`src/rtl/cpu_defs.sv`:
```
`default_nettype none
// +--------------------------------------------------------------------------+
// | Module : cpu_defs (package)                                              |
// | Brief  : Shared fetch-stage encodings and instruction-set constants.     |
// | Rev    : 1.0                                                             |
// +--------------------------------------------------------------------------+
package cpu_defs;
    localparam int unsigned c_STATE_W = 2;
    localparam logic [c_STATE_W-1:0] c_ST_IDLE  = 2'd0;
    localparam logic [c_STATE_W-1:0] c_ST_FETCH = 2'd1;
    localparam logic [c_STATE_W-1:0] c_ST_VALID = 2'd2;

    localparam logic [5:0] OP_RTYPE = 6'b000000;
    localparam logic [5:0] OP_BEQ   = 6'b000100;
    localparam logic [5:0] OP_J     = 6'b000010;

    localparam int unsigned WORD_BYTES = 4;
endpackage
`default_nettype wire

```
`src/rtl/instr_fetch_npc.sv`:
```
`default_nettype none
// +--------------------------------------------------------------------------+
// | Module : npc                                                             |
// | Brief  : Combinational next-PC: sequential, taken branch or jump.        |
// | Rev    : 1.0                                                             |
// +--------------------------------------------------------------------------+
module npc
    import cpu_defs::*;
(
    input  logic [31:0] PC,
    input  logic [31:0] Instr,
    input  logic        Branch,
    input  logic        Zero,
    input  logic        Jump,
    output logic [31:0] NextPC
);
    logic [31:0] w_pc4;
    logic [31:0] w_br_off;
    logic [31:0] w_jmp_tgt;

    assign w_pc4     = PC + 32'(WORD_BYTES);
    assign w_br_off  = {{14{Instr[15]}}, Instr[15:0], 2'b00};
    assign w_jmp_tgt = {w_pc4[31:28], Instr[25:0], 2'b00};

    // Jump outranks a taken branch.
    always_comb begin
        NextPC = w_pc4;
        if (Jump) begin
            NextPC = w_jmp_tgt;
        end else if (Branch && Zero) begin
            NextPC = w_pc4 + w_br_off;
        end
    end
endmodule
`default_nettype wire

```
`src/rtl/instr_fetch.sv`:
```
`default_nettype none
// +--------------------------------------------------------------------------+
// | Module : instr_fetch                                                     |
// | Brief  : PC/IR fetch stage with req/ack memory handshake and retire.     |
// | Rev    : 1.0                                                             |
// +--------------------------------------------------------------------------+
module instr_fetch
    import cpu_defs::*;
#(
    parameter logic [31:0] RESET_PC = 32'h0000_0000
) (
    input  logic        clk,
    input  logic        rst_n,
    output logic        ImemReq,
    output logic [31:0] ImemAddr,
    input  logic        ImemAck,
    input  logic [31:0] ImemData,
    output logic [31:0] Instr,
    output logic [5:0]  OpCode,
    output logic [5:0]  Func,
    output logic        InstrValid,
    output logic [31:0] PC,
    input  logic        Retire,
    input  logic        Branch,
    input  logic        Zero,
    input  logic        Jump,
    output logic        RetireErr,
    output logic [31:0] RetireCnt
);
    logic [c_STATE_W-1:0] r_state;
    logic [c_STATE_W-1:0] w_state_nxt;
    logic [31:0]          r_pc;
    logic [31:0]          r_ir;
    logic                 r_err;
    logic [31:0]          r_cnt;
    logic [31:0]          w_next_pc;
    logic                 w_take_ack;
    logic                 w_take_retire;

    npc u_npc (
        .PC     (r_pc),
        .Instr  (r_ir),
        .Branch (Branch),
        .Zero   (Zero),
        .Jump   (Jump),
        .NextPC (w_next_pc)
    );

    assign w_take_ack    = (r_state == c_ST_FETCH) && ImemAck;
    assign w_take_retire = (r_state == c_ST_VALID) && Retire;

    always_comb begin
        w_state_nxt = r_state;
        case (r_state)
            c_ST_IDLE:  w_state_nxt = c_ST_FETCH;
            c_ST_FETCH: if (ImemAck) w_state_nxt = c_ST_VALID;
            c_ST_VALID: if (Retire)  w_state_nxt = c_ST_FETCH;
            default:    w_state_nxt = c_ST_IDLE;
        endcase
    end

    always_ff @(posedge clk) begin
        if (!rst_n) begin
            r_state <= c_ST_IDLE;
            r_pc    <= RESET_PC;
            r_ir    <= '0;
            r_err   <= 1'b0;
            r_cnt   <= '0;
        end else begin
            r_state <= w_state_nxt;
            if (w_take_ack) begin
                r_ir <= ImemData;
            end
            if (w_take_retire) begin
                r_pc  <= w_next_pc;
                r_cnt <= r_cnt + 32'd1;
            end
            // Retire with nothing valid is a protocol error from Control.
            if (Retire && (r_state != c_ST_VALID)) begin
                r_err <= 1'b1;
            end
        end
    end

    assign ImemReq    = (r_state == c_ST_FETCH);
    assign ImemAddr   = r_pc;
    assign PC         = r_pc;
    assign Instr      = r_ir;
    assign OpCode     = r_ir[31:26];
    assign Func       = r_ir[5:0];
    assign InstrValid = (r_state == c_ST_VALID);
    assign RetireErr  = r_err;
    assign RetireCnt  = r_cnt;
endmodule
`default_nettype wire

```
`config.mk`:
```
export PLATFORM = sky130hd
export DESIGN_NAME = instr_fetch
export DESIGN_NICKNAME = d
export VERILOG_FILES = /design/src/rtl/cpu_defs.sv /design/src/rtl/instr_fetch_npc.sv /design/src/rtl/instr_fetch.sv
export SDC_FILE = /design/constraint.sdc
export NUM_CORES = 1
export LEC_CHECK = 0
export ABC_AREA = 1
export BUFFER_PORTS_ARGS = -buffer_cell sky130_fd_sc_hd__buf_2
export CAP_MARGIN = 20
export CORE_ASPECT_RATIO = 1.4
export CORE_MARGIN = 10
export CORE_UTILIZATION = 43
export CTS_CLUSTER_SIZE = 24
export DETAILED_ROUTE_END_ITERATION = 16
export PLACE_DENSITY = 0.72
export SLEW_MARGIN = 25
export SYNTH_ARGS = -nofsm -noshare
export SYNTH_HDL_FRONTEND = slang
export SYNTH_HIERARCHICAL = 1
export SYNTH_SLANG_ARGS = --single-unit
```
`constraint.sdc`:
```
create_clock -name clk -period 6.3 [get_ports clk]
set_input_delay 0.315 -clock clk [delete_from_list [all_inputs] [get_ports clk]]
set_output_delay 0.315 -clock clk [all_outputs]
set_load 0.02 [all_outputs]
```
# Word level (Yosys, flattened, before mapping)

Cells that the tools add are included.

Reduce and logical (&&, ||, !) cells: 6
Mux-type cells: 5
Equality and inequality tests: 5
$add $sub $neg: 3

Operator list:

| kind                  | number |
|---|---|
| $mux 32               | 2 |
| $add 32x1->32 const B | 1 |
| $add 32x3->32 const B | 1 |
| $add 32x32->32        | 1 |
| $pmux 2 s3            | 1 |
| $logic_and 1x1->1     | 4 |
| $mux 2                | 2 |
| $ne 2x1->1 const B    | 2 |
| $eq 2x1->1 const B    | 1 |
| $eq 2x2->1 const B    | 1 |
| $logic_not 2->1       | 1 |
| $ne 2x2->1 const B    | 1 |
| $reduce_and 2->1      | 1 |

Word-level logic and storage cells: 24
Register bits: 99
Input port bits: 39
Output and inout bits: 143

# Depth between registers and ports, before layout

Depth after elaboration: 4
Gate-level depth with buffers: 24
Gate-level depth less buffers: 24

# By module

Netlist, hierarchy kept.

Modules (own cells, without submodules):

| module      | sequential area each (µm²) | instances | area an instance (µm²) | cells each |
|---|---|---|---|---|
| instr_fetch | 1,981.9                    | 1         | 4,483.0                | 612 |
| npc         | 0.0                        | 1         | 3,881.2                | 805 |

# Least setup slack after synthesis

OpenSTA, ideal clock, no wires.

Path type: register to register
Start point: reg r_pc[2], in the netlist ImemAddr[2]
End point: reg r_pc[21], in the netlist ImemAddr[21]
Setup time: 0.070 ns
Cell stages (with the launch flop): 19
Slack: 3.390 ns
Required time: 6.230 ns
Period minus slack after synthesis: 2.910 ns
Path buffers: 0
Data arrival time: 2.839 ns
Cells stage by stage: dfxtp_1 -> ha_1 -> inv_1 -> nor2_4 -> nand2_2 -> nor3_2 -> xor2_1 -> inv_1 -> ha_1 -> nand2_1 -> nor2_1 -> inv_1 -> nor2_1 -> nand4_1 -> nand4_1 -> nand3_1 -> a21oi_1 -> nand2_1 -> a21oi_1

Word-level cells in the longest chain between the ends: 4

RTL lines:

| what                    | RTL line              | text |
|---|---|---|
| start, declared         | instr_fetch.sv:32     | `logic [31:0] r_pc;` |
| start signal, assigned  | instr_fetch.sv:75     | `r_pc <= w_next_pc;` |
| $add 32x3->32 *         | instr_fetch_npc.sv:21 | `assign w_pc4 = PC + 32'(WORD_BYTES);` |
| $add 32x32->32          | instr_fetch_npc.sv:31 | `NextPC = w_pc4 + w_br_off;` |
| $mux 32 *               | instr_fetch_npc.sv:30 | `end else if (Branch && Zero) begin` |
| $mux 32 *               | instr_fetch_npc.sv:28 | `if (Jump) begin` |
| named net w_next_pc[21] | instr_fetch.sv:36     | `logic [31:0] w_next_pc;` |

The timed path passes the listed nets; every way through them passes the cells marked *.
A chain may end at the register's enable or synchronous reset.

# Worst setup path in the final report

Start point: reg r_pc[8], in the netlist ImemAddr[8]
End point: reg r_pc[29], in the netlist ImemAddr[29]

Word-level cells in the longest chain between the ends: 4

RTL lines:

| what                    | RTL line |
|---|---|
| $add 32x3->32 *         | instr_fetch_npc.sv:21 |
| $add 32x32->32          | instr_fetch_npc.sv:31 |
| $mux 32                 | instr_fetch_npc.sv:30 |
| $mux 32 *               | instr_fetch_npc.sv:28 |
| named net w_next_pc[29] | instr_fetch.sv:36 |

Marked as above.

==> results.sh <==
export IMPL_outcome="finished, final reports clean"
export IMPL_cellPowerDensity_nw_per_um2=150
export IMPL_synth_cell_types=44
export IMPL_final_hold_fails=0
export IMPL_routed_wire_length_per_instance_um=17.0
export IMPL_cts_htree_levels=3
export IMPL_seq_total_area_yosys_pct=23.7
export IMPL_worst_pin_slew_ns=0.939
export IMPL_grt_usage_pct=23.4
export IMPL_grt_antenna_before_repair=0
export IMPL_clock_network_fraction_of_total_power_pct=40.7
export IMPL_clock_sinks=99
export IMPL_worst_hold_path_endpoint="Instr[22]$_SDFFE_PN0P_"
export IMPL_sw_frac_of_total_pct=28.7
export IMPL_setup_worst_path_end_class="flop"
export IMPL_clockBufferDepth=2
export IMPL_maxSlewHeadroom_pct=37.3
export IMPL_final_layout_size_suffix_gt1_share_pct=17.1
export IMPL_async_flop_share_pct=0
export IMPL_synth_commonest_cells="472 x nand2_1, 173 x inv_1, 137 x nor2_1"
export IMPL_number_of_register_bits_inferred_by_synthesis=99
export IMPL_comb_power_share_pct=12.8
export IMPL_final_max_slew_viol_count=0
export IMPL_die_area_sq_um=25500
export IMPL_port_buffers=181
export IMPL_post_synth_main_area_contributors="dfxtp_1 24%, nand2_1 21%, inv_1 7.8%, nand3_1 7.4%, a21oi_1 7.0%"
export IMPL_clk_root_buffer_cell="clkbuf_16"
export IMPL_cap_violations=0
export IMPL_min_path_type="primary input to flop"
export IMPL_fp_dieH_um=185
export IMPL_dr_pass1_iters=5
export IMPL_synth_largest_area_cell="dfxtp_1"
export IMPL_dominantRegCellSynth="dfxtp_1"
export IMPL_critical_path_max_fanout=6
export IMPL_dr_total_vias=9385
export IMPL_via_count_of_the_first_global_routing_pass=9201
export IMPL_yosys_cell_count_top_type="nand2_1"
export IMPL_synthesis_yosys_warnings=6
export IMPL_synthesis_instances=1417
export IMPL_power_switching_uw=405
export IMPL_netlist_area_sq_um=8360
export IMPL_grt_pass1_wl_mm=47.5
export IMPL_cts_setup_buffers=0
export IMPL_capture_instance_of_the_worst_register_to_register_path="ImemAddr[29]$_SDFFE_PN0P_"
export IMPL_fin_ws_ns=2.70
export IMPL_std_cell_rows=60
export IMPL_synth_top_cell_area_share_pct=23.7
export IMPL_final_period_minus_worst_setup_slack_ns=3.60
export IMPL_place_congestion=0.996
export IMPL_rrSetupSlack_ns=2.70
export IMPL_crit_arrival_ns=3.88
export IMPL_start_util_pct=43.7
export IMPL_final_setup_viol_count=0
export IMPL_numCtsBuffers=9
export IMPL_grt_max_degree=78
export IMPL_fin_tns_setup_ns=0
export IMPL_number_of_enable_flip_flop_cells_after_synthesis=0
export IMPL_fp_dieW_um=138
export IMPL_remaining_number_of_nets_flagged_by_the_antenna_check_after_routing=0
export IMPL_cts_tree="done"
export IMPL_drc=0
export IMPL_rsz0062_at_grt="no"
export IMPL_post_drt_via_cell_ratio=5.26
export IMPL_timing_hold_worst_start="ImemData[22]"
export IMPL_design_portCount=182
export IMPL_whs_path_depth=3
export IMPL_worstPathRequired_ns=6.58
export IMPL_vdd_ir_drop_max_mv=0.155
export IMPL_intPower_mw=1.01
export IMPL_worstRegToRegCells=16
export IMPL_wirelength_mm=30.3
export IMPL_syn_mean_instance_area_sq_um=5.90
export IMPL_report_power_total_mw=1.41
export IMPL_worstSetupPathType="flop to flop"
export IMPL_grt_overflow_total=0
export IMPL_synth_nets=1495
export IMPL_seq_power_share_pct=46.6
export IMPL_post_place_ws_ns=2.73
export IMPL_clock_insertion_delay_worst_skew_ns=0.35
export IMPL_cts_resized=0
export IMPL_cts_hold_buffers_added=0
export IMPL_regToRegStartpoint="ImemAddr[8]$_SDFFE_PN0P_"
export IMPL_fin_skew_ns=0.00962
export IMPL_core_area_sq_um=19100
export IMPL_syn2layout_area_growth_pct=12.7
export IMPL_max_freq_mhz=277
export IMPL_num_nets_final=1610
export IMPL_place_hpwl_mm=24.1
export IMPL_drtIter0Drc=667
export IMPL_start_kind="flop"
export IMPL_cts_reportedPaths_clkPinSlew_ns=0.08
export IMPL_finalCritPeriodShare_pct=57.2
export IMPL_leakage_nw=4.83
-- cells in the final DEF, fill, tap and decap left out, types with 8 or more instances in the layout --
master / netlist / routed
nor3_1: 14 / 14
nand2_1: 472 / 471
nand4_1: 22 / 22
buf_2: 7 / 181
dfxtp_1: 99 / 98
inv_1: 173 / 173
nand2_2: 10 / 11
nor2_2: 8 / 8
nor2_1: 137 / 137
ha_1: 38 / 38
o21ai_0: 23 / 23
a21oi_1: 117 / 117
nand3_1: 123 / 123
nor2_4: 11 / 11
a31oi_1: 10 / 10
xor2_1: 12 / 12
clkbuf_16: 0 / 9
-- layout make-up --
type	instances	area, sq um
clock buffers	9	225
fillers	2078	9720
repair buffers	186	943
inverters	179	672
diodes	1	2.50
clock inverters	6	72.6
multi-input cells	1057	5220
well taps	248	310
flip-flops and latches	99	1980
-- worst max-delay path by stage --
stage | from | end | slack (ns)
3_5_place_dp | ImemAddr[2]$_SDFFE_PN0P_ | ImemAddr[22]$_SDFFE_PN0P_ | 2.73
2_1_floorplan | ImemAddr[2]$_SDFFE_PN0P_ | ImemAddr[21]$_SDFFE_PN0P_ | 3.39
5_1_grt | ImemAddr[2]$_SDFFE_PN0P_ | ImemAddr[22]$_SDFFE_PN0P_ | 2.35
3_3_place_gp | ImemAddr[2]$_SDFFE_PN0P_ | ImemAddr[22]$_SDFFE_PN0P_ | 2.74
6_report | ImemAddr[8]$_SDFFE_PN0P_ | ImemAddr[29]$_SDFFE_PN0P_ | 2.70
4_1_cts | ImemAddr[2]$_SDFFE_PN0P_ | ImemAddr[22]$_SDFFE_PN0P_ | 2.70
-- critical path, cell delays in order, from the launching register on --
cell and delay, ns:
dfxtp_1 0.46, nand2_1 0.15, nor2_1 0.20, nand4_1 0.16, nor2_1 0.30, nand2_1 0.17, nand2_1 0.11, nand2_1 0.06
ha_1 0.36, nand2_1 0.14, nor4_1 0.61, nand3_1 0.29, nand3_1 0.17, nand3_1 0.08, nand2_1 0.08, nand2_1 0.05
a21oi_1 0.15
-- power by group through the flow --
stage	Clock, mW	Sequential (mW)	Combinational (mW)
3_5_place_dp	0	0.671	0.179
2_1_floorplan	0	0.680	0.111
3_3_place_gp	0	0.671	0.178
4_1_cts	0.583	0.657	0.180
6_report	0.574	0.657	0.180
5_1_grt	0.614	0.659	0.199
-- through the flow --
stage	utilization [%]	cell area, sq um	std cells	hold slack, ns
floorplan	-	8360	1417	0.453
global placement	47.6	9120	1769	0.448
detailed placement	47.7	9120	1769	0.456
CTS	49.2	9420	1784	0.221
global route	49.2	9420	1784	0.227
finish	49.2	9430	1785	0.229
-- flip-flops by register name, indices dropped and copies added, names as in the netlist --
signal and flops:
ImemAddr 32, Instr 32, RetireCnt 32, r_state 2
RetireErr 1
-- metal layers --
metal  wire [um]  up-vias  global-route usage (%)
met2       15200      326                    40.6
met5           0        -                       0
met3        1720       76                    4.09
met1       11600     4295                    25.5
li1            -     4688                       -
met4        1820        0                    14.7
-- logic make-up after synthesis --
group,synth area share (%)
AOI/OAI and AO/OA,10.3
adders and majority gates,5.92
xor gates and xnor gates,2.36
and+or+nand+nor,43.8
DFF,23.7
buffers and inverters,14.0
No activity file was read; power rests on OpenSTA's default activity.
